**src/rtl/mem_wb_load_pkg.sv**
```systemverilog
`default_nettype none
// ============================================================================
// Module   : mem_wb_load_pkg
// Brief    : Shared bus widths, reset level, load-op and FSM state encodings
//            for the MEM/WB load writeback stage.
// Revision : 1.0 - initial release
// ============================================================================
package mem_wb_load_pkg;

    localparam int RegBus     = 32;
    localparam int RegAddrBus = 5;

    localparam logic [RegBus-1:0]     ZeroWord   = '0;
    localparam logic [RegAddrBus-1:0] NOPRegAddr = '0;
    localparam logic                  RstEnable  = 1'b1;

    // Load types follow the RISC-V funct3 encoding; anything else loads a word.
    typedef enum logic [2:0] {
        LD_LB  = 3'b000,
        LD_LH  = 3'b001,
        LD_LW  = 3'b010,
        LD_LBU = 3'b100,
        LD_LHU = 3'b101
    } ld_op_e;

    typedef enum logic [0:0] {
        IDLE = 1'b0,
        WAIT = 1'b1
    } state_e;

endpackage
`default_nettype wire

```
**src/rtl/mem_wb_load_if.sv**
```systemverilog
`default_nettype none
// ============================================================================
// Module   : mem_wb_load_if
// Brief    : MEM-stage request, data-memory response and WB-stage result
//            bundle. master = pipeline side, slave = mem_wb_load.
// Revision : 1.0 - initial release
// ============================================================================
interface mem_wb_load_if;
    import mem_wb_load_pkg::*;

    logic                  stall_i;
    logic                  flush_i;
    logic                  mem_wreg_i;
    logic [RegAddrBus-1:0] mem_waddr_i;
    logic [RegBus-1:0]     mem_wdata_i;
    logic                  mem_load_i;
    logic [2:0]            mem_ld_op_i;
    logic [1:0]            mem_addr_lo_i;
    logic [RegBus-1:0]     mem_inst_i;
    logic                  dmem_rvalid_i;
    logic [RegBus-1:0]     dmem_rdata_i;

    logic                  wb_wreg_o;
    logic [RegAddrBus-1:0] wb_waddr_o;
    logic [RegBus-1:0]     wb_wdata_o;
    logic                  stallreq_o;
    logic                  load_timeout_o;
    logic [RegBus-1:0]     wb_inst_o;

    modport master (
        output stall_i, flush_i, mem_wreg_i, mem_waddr_i, mem_wdata_i,
               mem_load_i, mem_ld_op_i, mem_addr_lo_i, mem_inst_i,
               dmem_rvalid_i, dmem_rdata_i,
        input  wb_wreg_o, wb_waddr_o, wb_wdata_o, stallreq_o,
               load_timeout_o, wb_inst_o
    );

    modport slave (
        input  stall_i, flush_i, mem_wreg_i, mem_waddr_i, mem_wdata_i,
               mem_load_i, mem_ld_op_i, mem_addr_lo_i, mem_inst_i,
               dmem_rvalid_i, dmem_rdata_i,
        output wb_wreg_o, wb_waddr_o, wb_wdata_o, stallreq_o,
               load_timeout_o, wb_inst_o
    );

endinterface
`default_nettype wire

```
**src/rtl/mem_wb_load_align.sv**
```systemverilog
`default_nettype none
// ============================================================================
// Module   : load_align
// Brief    : Big-endian byte/halfword selection with sign or zero extension
//            of a data-memory load response (purely combinational).
// Revision : 1.0 - initial release
// ============================================================================
module load_align
    import mem_wb_load_pkg::*;
(
    input  wire logic [2:0]        ld_op,
    input  wire logic [1:0]        addr_lo,
    input  wire logic [RegBus-1:0] rdata,
    output logic      [RegBus-1:0] word
);

    logic [7:0]  w_byte_sel;
    logic [15:0] w_half_sel;

    // Offset 0 is the most significant byte.
    always_comb begin
        w_byte_sel = rdata[31:24];
        case (addr_lo)
            2'd0:    w_byte_sel = rdata[31:24];
            2'd1:    w_byte_sel = rdata[23:16];
            2'd2:    w_byte_sel = rdata[15:8];
            default: w_byte_sel = rdata[7:0];
        endcase
        w_half_sel = addr_lo[1] ? rdata[15:0] : rdata[31:16];
    end

    always_comb begin
        word = rdata;
        case (ld_op)
            LD_LB:   word = {{24{w_byte_sel[7]}}, w_byte_sel};
            LD_LBU:  word = {24'd0, w_byte_sel};
            LD_LH:   word = {{16{w_half_sel[15]}}, w_half_sel};
            LD_LHU:  word = {16'd0, w_half_sel};
            default: word = rdata;
        endcase
    end

endmodule
`default_nettype wire

```
**src/rtl/mem_wb_load.sv**
```systemverilog
`default_nettype none
// ============================================================================
// Module   : mem_wb_load
// Brief    : MEM/WB pipeline register with a blocking load-response wait,
//            timeout and flush. Optional macro WB_DEBUG_INST_EN adds a
//            registered debug copy of the instruction word on wb_inst_o.
// Revision : 1.0 - initial release
// ============================================================================
module mem_wb_load
    import mem_wb_load_pkg::*;
#(
    parameter int TIMEOUT_CYC = 16
)(
    input  wire logic   clk,
    input  wire logic   rst,
    mem_wb_load_if.slave bus
);

    localparam int                CNT_W    = (TIMEOUT_CYC > 1) ? $clog2(TIMEOUT_CYC) : 1;
    localparam logic [CNT_W-1:0] CNT_LAST = CNT_W'(TIMEOUT_CYC - 1);

    state_e                state_q, state_d;
    logic [CNT_W-1:0]      cnt_q, cnt_d;
    logic                  wb_wreg_q, wb_wreg_d;
    logic [RegAddrBus-1:0] wb_waddr_q, wb_waddr_d;
    logic [RegBus-1:0]     wb_wdata_q, wb_wdata_d;
    logic                  timeout_q, timeout_d;
    logic [RegAddrBus-1:0] pend_waddr_q, pend_waddr_d;
    logic [2:0]            pend_op_q, pend_op_d;
    logic [1:0]            pend_lo_q, pend_lo_d;

    logic [2:0]            w_al_op;
    logic [1:0]            w_al_lo;
    logic [RegBus-1:0]     w_aligned;

    // A single aligner serves both the same-cycle hit and the late response.
    assign w_al_op = (state_q == WAIT) ? pend_op_q : bus.mem_ld_op_i;
    assign w_al_lo = (state_q == WAIT) ? pend_lo_q : bus.mem_addr_lo_i;

    load_align u_load_align (
        .ld_op   (w_al_op),
        .addr_lo (w_al_lo),
        .rdata   (bus.dmem_rdata_i),
        .word    (w_aligned)
    );

    always_ff @(posedge clk) begin
        if (rst == RstEnable) begin
            state_q      <= IDLE;
            cnt_q        <= '0;
            wb_wreg_q    <= 1'b0;
            wb_waddr_q   <= NOPRegAddr;
            wb_wdata_q   <= ZeroWord;
            timeout_q    <= 1'b0;
            pend_waddr_q <= NOPRegAddr;
            pend_op_q    <= 3'd0;
            pend_lo_q    <= 2'd0;
        end else begin
            state_q      <= state_d;
            cnt_q        <= cnt_d;
            wb_wreg_q    <= wb_wreg_d;
            wb_waddr_q   <= wb_waddr_d;
            wb_wdata_q   <= wb_wdata_d;
            timeout_q    <= timeout_d;
            pend_waddr_q <= pend_waddr_d;
            pend_op_q    <= pend_op_d;
            pend_lo_q    <= pend_lo_d;
        end
    end

    // The timeout flag defaults low so it stays a single-cycle pulse even
    // when a stall freezes the rest of the outputs.
    always_comb begin
        state_d      = state_q;
        cnt_d        = cnt_q;
        wb_wreg_d    = wb_wreg_q;
        wb_waddr_d   = wb_waddr_q;
        wb_wdata_d   = wb_wdata_q;
        timeout_d    = 1'b0;
        pend_waddr_d = pend_waddr_q;
        pend_op_d    = pend_op_q;
        pend_lo_d    = pend_lo_q;

        if (bus.flush_i) begin
            state_d   = IDLE;
            cnt_d     = '0;
            wb_wreg_d = 1'b0;
        end else begin
            case (state_q)
                IDLE: begin
                    if (!bus.stall_i) begin
                        if (!bus.mem_load_i) begin
                            wb_wreg_d  = bus.mem_wreg_i && (bus.mem_waddr_i != NOPRegAddr);
                            wb_waddr_d = bus.mem_waddr_i;
                            wb_wdata_d = bus.mem_wdata_i;
                        end else if (bus.dmem_rvalid_i) begin
                            wb_wreg_d  = (bus.mem_waddr_i != NOPRegAddr);
                            wb_waddr_d = bus.mem_waddr_i;
                            wb_wdata_d = w_aligned;
                        end else begin
                            wb_wreg_d    = 1'b0;
                            pend_waddr_d = bus.mem_waddr_i;
                            pend_op_d    = bus.mem_ld_op_i;
                            pend_lo_d    = bus.mem_addr_lo_i;
                            cnt_d        = '0;
                            state_d      = WAIT;
                        end
                    end
                end
                WAIT: begin
                    if (bus.dmem_rvalid_i) begin
                        wb_wreg_d  = (pend_waddr_q != NOPRegAddr);
                        wb_waddr_d = pend_waddr_q;
                        wb_wdata_d = w_aligned;
                        cnt_d      = '0;
                        state_d    = IDLE;
                    end else if (cnt_q == CNT_LAST) begin
                        wb_wreg_d = 1'b0;
                        timeout_d = 1'b1;
                        cnt_d     = '0;
                        state_d   = IDLE;
                    end else begin
                        cnt_d = cnt_q + 1'b1;
                    end
                end
                default: begin
                    state_d = IDLE;
                    cnt_d   = '0;
                end
            endcase
        end
    end

    assign bus.wb_wreg_o      = wb_wreg_q;
    assign bus.wb_waddr_o     = wb_waddr_q;
    assign bus.wb_wdata_o     = wb_wdata_q;
    assign bus.stallreq_o     = (state_q == WAIT);
    assign bus.load_timeout_o = timeout_q;

`ifdef WB_DEBUG_INST_EN
    logic [RegBus-1:0] wb_inst_q, wb_inst_d;

    // Tracks the word register: updates only when IDLE accepts a new op.
    always_comb begin
        wb_inst_d = wb_inst_q;
        if (!bus.flush_i && (state_q == IDLE) && !bus.stall_i) begin
            wb_inst_d = bus.mem_inst_i;
        end
    end

    always_ff @(posedge clk) begin
        if (rst == RstEnable) begin
            wb_inst_q <= ZeroWord;
        end else begin
            wb_inst_q <= wb_inst_d;
        end
    end

    assign bus.wb_inst_o = wb_inst_q;
`else
    wire unused_inst = ^bus.mem_inst_i;

    assign bus.wb_inst_o = ZeroWord;
`endif

endmodule
`default_nettype wire
```
**src/flat_wrapper.sv**
```systemverilog
// flat-port wrapper written by rule: the top's interface ports become plain ports
module mem_wb_load_flat import mem_wb_load_pkg::*;
#(
    parameter int TIMEOUT_CYC = 16
)
  (clk, rst, bus_stall_i, bus_flush_i, bus_mem_wreg_i, bus_mem_waddr_i, bus_mem_wdata_i, bus_mem_load_i, bus_mem_ld_op_i, bus_mem_addr_lo_i, bus_mem_inst_i, bus_dmem_rvalid_i, bus_dmem_rdata_i, bus_wb_wreg_o, bus_wb_waddr_o, bus_wb_wdata_o, bus_stallreq_o, bus_load_timeout_o, bus_wb_inst_o);
  mem_wb_load_if bus_i ();
  input  wire logic clk;
  input  wire logic rst;
  input wire logic [$bits(bus_i.stall_i)-1:0] bus_stall_i;
  input wire logic [$bits(bus_i.flush_i)-1:0] bus_flush_i;
  input wire logic [$bits(bus_i.mem_wreg_i)-1:0] bus_mem_wreg_i;
  input wire logic [$bits(bus_i.mem_waddr_i)-1:0] bus_mem_waddr_i;
  input wire logic [$bits(bus_i.mem_wdata_i)-1:0] bus_mem_wdata_i;
  input wire logic [$bits(bus_i.mem_load_i)-1:0] bus_mem_load_i;
  input wire logic [$bits(bus_i.mem_ld_op_i)-1:0] bus_mem_ld_op_i;
  input wire logic [$bits(bus_i.mem_addr_lo_i)-1:0] bus_mem_addr_lo_i;
  input wire logic [$bits(bus_i.mem_inst_i)-1:0] bus_mem_inst_i;
  input wire logic [$bits(bus_i.dmem_rvalid_i)-1:0] bus_dmem_rvalid_i;
  input wire logic [$bits(bus_i.dmem_rdata_i)-1:0] bus_dmem_rdata_i;
  output wire logic [$bits(bus_i.wb_wreg_o)-1:0] bus_wb_wreg_o;
  output wire logic [$bits(bus_i.wb_waddr_o)-1:0] bus_wb_waddr_o;
  output wire logic [$bits(bus_i.wb_wdata_o)-1:0] bus_wb_wdata_o;
  output wire logic [$bits(bus_i.stallreq_o)-1:0] bus_stallreq_o;
  output wire logic [$bits(bus_i.load_timeout_o)-1:0] bus_load_timeout_o;
  output wire logic [$bits(bus_i.wb_inst_o)-1:0] bus_wb_inst_o;
  assign bus_i.stall_i = bus_stall_i;
  assign bus_i.flush_i = bus_flush_i;
  assign bus_i.mem_wreg_i = bus_mem_wreg_i;
  assign bus_i.mem_waddr_i = bus_mem_waddr_i;
  assign bus_i.mem_wdata_i = bus_mem_wdata_i;
  assign bus_i.mem_load_i = bus_mem_load_i;
  assign bus_i.mem_ld_op_i = bus_mem_ld_op_i;
  assign bus_i.mem_addr_lo_i = bus_mem_addr_lo_i;
  assign bus_i.mem_inst_i = bus_mem_inst_i;
  assign bus_i.dmem_rvalid_i = bus_dmem_rvalid_i;
  assign bus_i.dmem_rdata_i = bus_dmem_rdata_i;
  assign bus_wb_wreg_o = bus_i.wb_wreg_o;
  assign bus_wb_waddr_o = bus_i.wb_waddr_o;
  assign bus_wb_wdata_o = bus_i.wb_wdata_o;
  assign bus_stallreq_o = bus_i.stallreq_o;
  assign bus_load_timeout_o = bus_i.load_timeout_o;
  assign bus_wb_inst_o = bus_i.wb_inst_o;
  mem_wb_load #(.TIMEOUT_CYC(TIMEOUT_CYC)) u_core (.clk(clk), .rst(rst), .bus(bus_i));
endmodule
```
**config.mk**
```make
export PLATFORM = sky130hd
export DESIGN_NAME = mem_wb_load_flat
export DESIGN_NICKNAME = d
export VERILOG_FILES = /design/src/rtl/mem_wb_load_pkg.sv /design/src/rtl/mem_wb_load_if.sv /design/src/rtl/mem_wb_load_align.sv /design/src/rtl/mem_wb_load.sv /design/src/flat_wrapper.sv
export SDC_FILE = /design/constraint.sdc
export NUM_CORES = 1
export LEC_CHECK = 0
export BUFFER_PORTS_ARGS = -buffer_cell sky130_fd_sc_hd__buf_4
export CELL_PAD_IN_SITES_DETAIL_PLACEMENT = 1
export CELL_PAD_IN_SITES_GLOBAL_PLACEMENT = 2
export CORE_AREA = 2 2 99 149
export DETAILED_ROUTE_END_ITERATION = 7
export DIE_AREA = 0 0 101 151
export PLACE_DENSITY = 0.8
export REMOVE_ABC_BUFFERS = 1
export SYNTH_ARGS = -nofsm -noshare
export SYNTH_HDL_FRONTEND = slang
export SYNTH_SLANG_ARGS = --single-unit
```
**constraint.sdc**
```tcl
create_clock -name clk -period 5.1 [get_ports clk]
set_input_delay 0 -clock clk [delete_from_list [all_inputs] [get_ports clk]]
set_output_delay 0 -clock clk [all_outputs]
set_load 0.05 [all_outputs]
```
==> out/metrics.cfg, run 1 <==
[sta]
finalSetupViolCount = 0
setup-tns-final_ns = 0
fin_crit_ns = 2.99
post-route-worst-setup-slack_ns = 2.11
layout_worst_path_cycle_share_pct = 58.6
max_slew.worst_pin.slew_ns = 1.03
fin_worst_skew_ns = 0.00772
final-hold-violation-count = 0
timing_max_transition_violations_final = 0
unrepaired_setup_endpoints_after_global_routing = no
fmax_mhz = 335
slew_headroom_pct = 31.6

[worst_setup_path]
worst_path_max_delay_cell = sky130_fd_sc_hd__o21a_1
critPathMaxFanout = 24
timing.critical_path.arrival_ns = 3.18
critical_path.reg2reg.startpoint = u_core.bus.stallreq_o
reg2reg_depth = 5
setup.worst_path.class = reg2reg
timing.critical_path.buf_inv = 1
longest_individual_stage_delay_on_the_worst_path_ns = 0.89
worst_path_dominant_cell_family = compound AO/OA/AOI/OAI gates
crit_path_start_kind = flip-flop
critical_path.endpoint_type = flip-flop
timing.critical_path.cells = buf_4, nor2_2, o21a_1, o221ai_1, a221oi_1
required_ns = 5.30
worst_r2r_endpoint = u_core.bus.wb_wdata_o[5]
worst-r2r-setup-slack_ns = 2.11

[finish]
nNetsFinal = 656
diodes = 0
area_delta_synth_final_pct = 31.9
layout-drive-gt1-share_pct = 27.4
post-route-cell-area_mm2 = 0.00452

[routing]
routed_wire_length_per_instance_um = 18.6
route.vias.total = 3668
drt_wl_total_um = 13200
detail_route.iter0.violations = 104
final_antenna_net_count = 0
viasPerCell = 5.18
detail_route.first_pass.iterations = 4
drcViolationCount = 0

[clock_network]
clkSlewWorstSetupHoldPaths_ns = 0.07
clock_root_buffer = sky130_fd_sc_hd__clkbuf_16
clock_tree_from_tritoncts = yes
cts.htree.levels = 2
cts_num_sinks = 54
cts.path.max_buffers = 2
clk_latency_worst_skew_pair_ns = 0.29
post_cts_resize_count = 0
tritoncts.num_buffers = 5

[grt]
grtUsageMet2_pct = 32.8
overflow = 0
grt_start_max_net_pins = 34
grt_usage_pct = 16.8
grt-busiest-layer = met2
grt_antenna_before_repair = 0
vias_in_the_first_global_route = 3699
grt_first_pass_wirelength_um = 20000
m3_gr_usage_pct = 3.46
gr-usage-met1_pct = 18.8

[min_path]
holdCritPathClass = in2reg
hold_path_end = u_core.bus.wb_wdata_o[7]
number_of_stages_on_the_worst_hold_path = 3
worst_hold_startpoint = bus_dmem_rdata_i[23]

[logic_synthesis]
postSynthAreaPerCell_um2 = 7.82
ys_seq_area_share_pct = 31.6
post_synth_num_cell_types = 51
netlist_area_mm2 = 0.00342
ys_ff_latch = 54
cells_after_synth = 438
ys_warn_count = 0

[pwr]
power_density_mw_per_mm2 = 270
static-leakage-power_nw = 1.83
vdd_ir_drop_max_mv = 0.133

[floorplan]
die_outline_area_mm2 = 0.0153
fp.dieW_um = 101
initial_utilization_pct = 24.6
die_h_um = 151
floorplan.io_pins = 185
rows = 53
standard_cell_core_area_mm2 = 0.0139

[placement]
postPlaceCellArea_mm2 = 0.00427
io_buffer_count = 120
globalplace.congestion = 0.772
hpwlAfterDp_um = 9850
post_placement_setup_slack_ns = 2.08

[job]
max_cap_violations = 0

[run_status]
run_status = completed

metrics by stage:
stage | instances | total power (W) | hold slack (ns) | util (%)
after floorplan | 404 | 0.000691 | 0.0691 | -
after global placement | 692 | 0.000827 | 0.271 | 30.7
after detailed placement | 692 | 0.000833 | 0.284 | 30.7
after CTS | 708 | 0.00123 | 0.00785 | 32.4
after global routing | 708 | 0.00128 | 0.0162 | 32.4
final | 708 | 0.00122 | 0.0116 | 32.4
power by group:
part	internal, W	total, W	switching, W	leakage [nW]
clock	0.000232	0.000392	0.000160	0.0771
sequential	0.000444	0.000464	0.0000197	0.441
combinational	0.000121	0.000364	0.000243	1.31
what timing repair did:
action | in CTS | in global routing
hold endpoints to repair | 8 | 0
hold buffers | 8 | 0
buffers inserted | 0 | 0
area by class of cell:
cell class                      instances  area (um2)
Fill cell                            1676        9410
Tap cell                              165         206
Timing Repair Buffer                  131        1000
Sequential cell                        54        1080
Clock inverter                          2        37.5
Multi-Input combinational cell        345        2040
Inverter                                5        18.8
Clock buffer                            6         129
logic make-up after synthesis:
logic type | synth area share [%]
AO/OA/AOI/OAI | 28.8
adder cells (fa/ha/maj) | 0.365
buffers and inverters | 12.3
flip-flops | 31.6
multiplexers | 5.15
other | 0.110
AND/OR/NAND/NOR | 21.6
placed cells by master, fill, tap and decap left out, drive strengths merged, types with 2 or more instances in the layout:
cell type and count:
nand3b 3, a221oi 19, a221o 5, o21ai 11, nor3 40, dlygate4sd3 8
or3 4, a31oi 19, mux2 10, a22oi 3, nand2 32, buf 123
nand2b 3, a21oi 42, o221ai 6, dfxtp 54, o221a 8, conb 32
nor2b 3, a211oi 7, inv 5, nand3 5, clkbuf 6, o22ai 2
mux2i 6, o21a 2, or2 6, a22o 8, nor2 57
tightest hold or removal path, stage by stage:
cell and delay [ns]:
sky130_fd_sc_hd__buf_4 0.13, sky130_fd_sc_hd__nand2_1 0.06, sky130_fd_sc_hd__a31oi_1 0.07
synthesized netlist by cell type, drive strengths merged:
library cell | number | area (um2)
conb | 1 | 3.75
or3 | 4 | 25.0
a22oi | 3 | 27.5
nor2 | 57 | 221
mux2i | 6 | 60.1
ha | 1 | 12.5
clkbuf | 16 | 60.1
or4b | 1 | 10.0
mux2 | 10 | 116
inv | 5 | 18.8
buf | 49 | 343
o31ai | 1 | 12.5
nor4b | 1 | 8.76
and2b | 1 | 7.51
nor2b | 3 | 18.8
o21ai | 11 | 55.1
o21bai | 1 | 11.3
dfxtp | 54 | 1080
nand4bb | 1 | 11.3
o221a | 8 | 90.1
nor3b | 1 | 7.51
a221oi | 19 | 166
nor3 | 40 | 200
a221o | 5 | 50.1
or2 | 6 | 37.5
a311o | 1 | 10.0
a32o | 1 | 10.0
nand2 | 32 | 120
a22o | 8 | 70.1
a21oi | 42 | 225
nand2b | 3 | 18.8
a211oi | 7 | 52.6
nand3 | 5 | 25.0
o22ai | 2 | 12.5
and3 | 1 | 6.26
nand3b | 3 | 22.5
o211ai | 1 | 7.51
o221ai | 6 | 52.6
o21a | 2 | 15.0
a31oi | 19 | 119
sequential cells by signal, summed over array words and instances, names as in the netlist:
| register | count |
|---|---|
| u_core.bus.wb_wdata_o | 32 |
| u_core.bus.wb_waddr_o | 5 |
| u_core.pend_waddr_q | 5 |
| u_core.cnt_q | 4 |
| u_core.pend_op_q | 3 |
| u_core.pend_lo_q | 2 |
| u_core.bus.load_timeout_o | 1 |
| u_core.bus.stallreq_o | 1 |
| u_core.bus.wb_wreg_o | 1 |
worst max-delay path by stage:
stage,startpoint,slack [ns],to,cells after the start
6_report,u_core.bus.stallreq_o,2.11,u_core.bus.wb_wdata_o[5],5
2_1_floorplan,u_core.bus.stallreq_o,2.14,u_core.bus.wb_wdata_o[6],5
4_1_cts,u_core.bus.stallreq_o,2.07,u_core.bus.wb_wdata_o[5],5
3_5_place_dp,u_core.bus.stallreq_o,2.08,u_core.bus.wb_wdata_o[5],5
3_3_place_gp,u_core.bus.stallreq_o,2.19,u_core.bus.wb_wdata_o[5],5
5_1_grt,u_core.bus.stallreq_o,1.80,u_core.bus.wb_waddr_o[4],5
per-layer routing:
| layer | wire, um | vias up |
|---|---|---|
| li1 | - | 1762 |
| met1 | 5130 | 1775 |
| met2 | 7170 | 127 |
| met3 | 786 | 4 |
| met4 | 71 | 0 |
| met5 | 0 | - |
Power figures use the tool's default switching activity.
==> run 2, diff against run 1 <==
--- a/config.mk
+++ b/config.mk
@@ -8,10 +8,10 @@
 export BUFFER_PORTS_ARGS = -buffer_cell sky130_fd_sc_hd__buf_4
 export CELL_PAD_IN_SITES_DETAIL_PLACEMENT = 1
 export CELL_PAD_IN_SITES_GLOBAL_PLACEMENT = 2
-export CORE_AREA = 2 2 99 149
+export CORE_AREA = 2 2 108 162
 export DETAILED_ROUTE_END_ITERATION = 7
-export DIE_AREA = 0 0 101 151
-export PLACE_DENSITY = 0.8
+export DIE_AREA = 0 0 110 164
+export PLACE_DENSITY = 0.72
 export REMOVE_ABC_BUFFERS = 1
 export SYNTH_ARGS = -nofsm -noshare
 export SYNTH_HDL_FRONTEND = slang
==> constraint.sdc (replaced) <==
create_clock -name clk -period 2.5 [get_ports clk]
set_input_delay 0 -clock clk [delete_from_list [all_inputs] [get_ports clk]]
set_output_delay 0 -clock clk [all_outputs]
set_load 0.05 [all_outputs]
==> out/metrics.cfg, run 2 (synthesis gave the netlist of run 1 again) <==
[run_status]
run_status = completed

[placement]
hpwlAfterDp_um = 10700  ; +9.1%
post_placement_setup_slack_ns = 0.150  ; -1.93 ns
io_buffer_count = 120  ; unchanged
globalplace.congestion = 0.766  ; -0.76%

[finish]
most_common_cell_after_layout_fill_and_taps_aside = sky130_fd_sc_hd__buf_4
mostFrequentLayoutCells = 128 x sky130_fd_sc_hd__buf_4, 54 x sky130_fd_sc_hd__dfxtp_1, 53 x sky130_fd_sc_hd__nor2_1
postLayoutCoreUtil_pct = 28.0  ; -4.5 points
diodes = 0  ; unchanged
area_delta_synth_final_pct = 35.7
seq_area_mm2 = 0.00108  ; unchanged
multiInputGateArea_mm2 = 0.00204  ; +0.25%
nNetsFinal = 665  ; +1.4%
layout-drive-gt1-share_pct = 28.4  ; +1.0 points
filler_cell_count = 2024  ; +21%
largest_reg_flops = 32  ; unchanged

[worst_setup_path]
timing.critical_path.cells = mux2_4, nand2_1, a311o_1, or2_2, a31oi_1
reg2reg_depth = 5  ; unchanged
required_ns = 2.72  ; -2.58 ns
setup.worst_path.class = reg2reg
longest_individual_stage_delay_on_the_worst_path_ns = 0.73  ; -0.16 ns
timing.critical_path.arrival_ns = 2.47  ; -0.71 ns
critical_path.endpoint_type = flip-flop
worst-r2r-setup-slack_ns = 0.26  ; -1.85 ns
critical_path.reg2reg.startpoint = u_core.bus.stallreq_o
crit_path_start_kind = flip-flop
critPathMaxFanout = 18  ; -25%
worst_r2r_endpoint = u_core.bus.wb_wdata_o[28]
worst_path_max_delay_cell = sky130_fd_sc_hd__dfxtp_1

[clock_network]
tritoncts.num_buffers = 5  ; unchanged
cts_num_sinks = 54  ; unchanged
setup_bufs_post_cts = 0  ; unchanged
cts.path.max_buffers = 2  ; unchanged
clk_latency_worst_skew_pair_ns = 0.30  ; about the same
clock_root_buffer = sky130_fd_sc_hd__clkbuf_16
clkSlewWorstSetupHoldPaths_ns = 0.08  ; about the same
cts.htree.levels = 2  ; unchanged
clock_tree_from_tritoncts = yes

[floorplan]
die_outline_area_mm2 = 0.0180  ; +18%
floorplan.io_pins = 185  ; unchanged
rows = 58  ; +9.4%
initial_utilization_pct = 20.6  ; -4.0 points
standard_cell_core_area_mm2 = 0.0166  ; +19%
die_h_um = 164  ; +8.6%
fp.dieW_um = 110  ; +8.9%

[routing]
routed_wire_length_per_instance_um = 18.1  ; -2.7%
drcViolationCount = 0  ; unchanged
drt_wl_total_um = 13800  ; +4.7%
detail_route.iter0.violations = 129  ; +24%
route.vias.total = 3717  ; +1.3%
detail_route.first_pass.iterations = 4  ; unchanged
final_antenna_net_count = 0  ; unchanged
viasPerCell = 4.88  ; -5.8%

[sta]
final-hold-violation-count = 0  ; unchanged
fin_worst_skew_ns = 0.00535  ; -0.00237 ns
fin_crit_ns = 2.24  ; -0.747 ns
max_slew.worst_pin.slew_ns = 0.822  ; -0.204 ns
timing_max_transition_violations_final = 0  ; unchanged
layout_worst_path_cycle_share_pct = 89.6  ; +31 points
unrepaired_setup_endpoints_after_global_routing = no
slew_headroom_pct = 45.2  ; +14 points
finalSetupViolCount = 0  ; unchanged
post-route-worst-setup-slack_ns = 0.259  ; -1.85 ns
fmax_mhz = 446  ; +33%

[pwr]
fin_total_pwr_w = 0.00244  ; +100%
vdd_ir_drop_max_mv = 0.262  ; +98%
static-leakage-power_nw = 1.87  ; +2.0%
power_density_mw_per_mm2 = 526  ; +95%

[grt]
grt_usage_pct = 14.9  ; -1.9 points
grt_first_pass_wirelength_um = 20600  ; +2.9%
grt_antenna_before_repair = 0  ; unchanged
overflow = 0  ; unchanged
vias_in_the_first_global_route = 3808  ; +2.9%
grt_start_max_net_pins = 40  ; +18%

[min_path]
holdCritPathClass = in2reg
hold_path_end = u_core.bus.wb_wdata_o[21]
worst_hold_startpoint = bus_dmem_rdata_i[21]
number_of_stages_on_the_worst_hold_path = 3  ; unchanged

[job]
max_cap_violations = 0  ; unchanged

[run 2: worst max path at each step]
stage                                           end                  start  slack [ns]
after floorplan            u_core.bus.wb_wdata_o[6]  u_core.bus.stallreq_o       -0.46
after global placement    u_core.bus.wb_wdata_o[16]  u_core.bus.stallreq_o        0.22
after detailed placement   u_core.bus.wb_wdata_o[0]  u_core.bus.stallreq_o        0.15
after CTS                  u_core.bus.wb_wdata_o[0]  u_core.bus.stallreq_o        0.14
after global routing      u_core.bus.wb_wdata_o[24]  u_core.bus.stallreq_o       0.009
final                     u_core.bus.wb_wdata_o[28]  u_core.bus.stallreq_o        0.26
[run 2: final cells by class]
class	count	share of cell area, %
Multi-Input combinational cell	345	44.0
Timing Repair Buffer	140	23.5
Sequential cell	54	23.3
Tap cell	210	5.65
Clock buffer	5	2.69
Clock inverter	3	0.512
Inverter	5	0.404
[run 2: per-layer routing]
metal  global-route usage [%]  up-vias  wire length (um)
met4                     3.91        0               171
met1                     17.0     1806              5420
met5                        0        -                 0
met3                     2.54       13               726
li1                         -     1788                 -
met2                     27.9      110              7450
[run 2: power breakdown]
group,switching (W),internal (W),leakage (nW)
combinational,0.000497,0.000259,1.36
sequential,0.0000413,0.000905,0.441
clock,0.000364,0.000377,0.0664
total,0.000903,0.00154,1.87
[run 2: repair_timing]
item	4_1_cts	5_1_grt
hold buffers	11	0
endpoints found under the hold margin	11	0
endpoints found under the setup margin	0	19
resized for setup	0	2
[run 2: stage by stage]
step	instance area, um2	hold slack, ns	setup TNS, ns	instances
2_1_floorplan	3140	0.0691	-9.51	404
3_3_place_gp	4380	0.276	0	743
3_5_place_dp	4380	0.288	0	743
4_1_cts	4640	0.0347	0	762
6_report	4650	0.0394	0	762
5_1_grt	4650	0.0448	0	762
[run 2: worst max-delay path, delay by kind of cell, from the launching register on]
kind / cells / cell delay [ns]
and+or+nand+nor: 2 / 0.56
DFF: 1 / 0.73
AOI/OAI and AO/OA: 2 / 0.58
muxes: 1 / 0.29
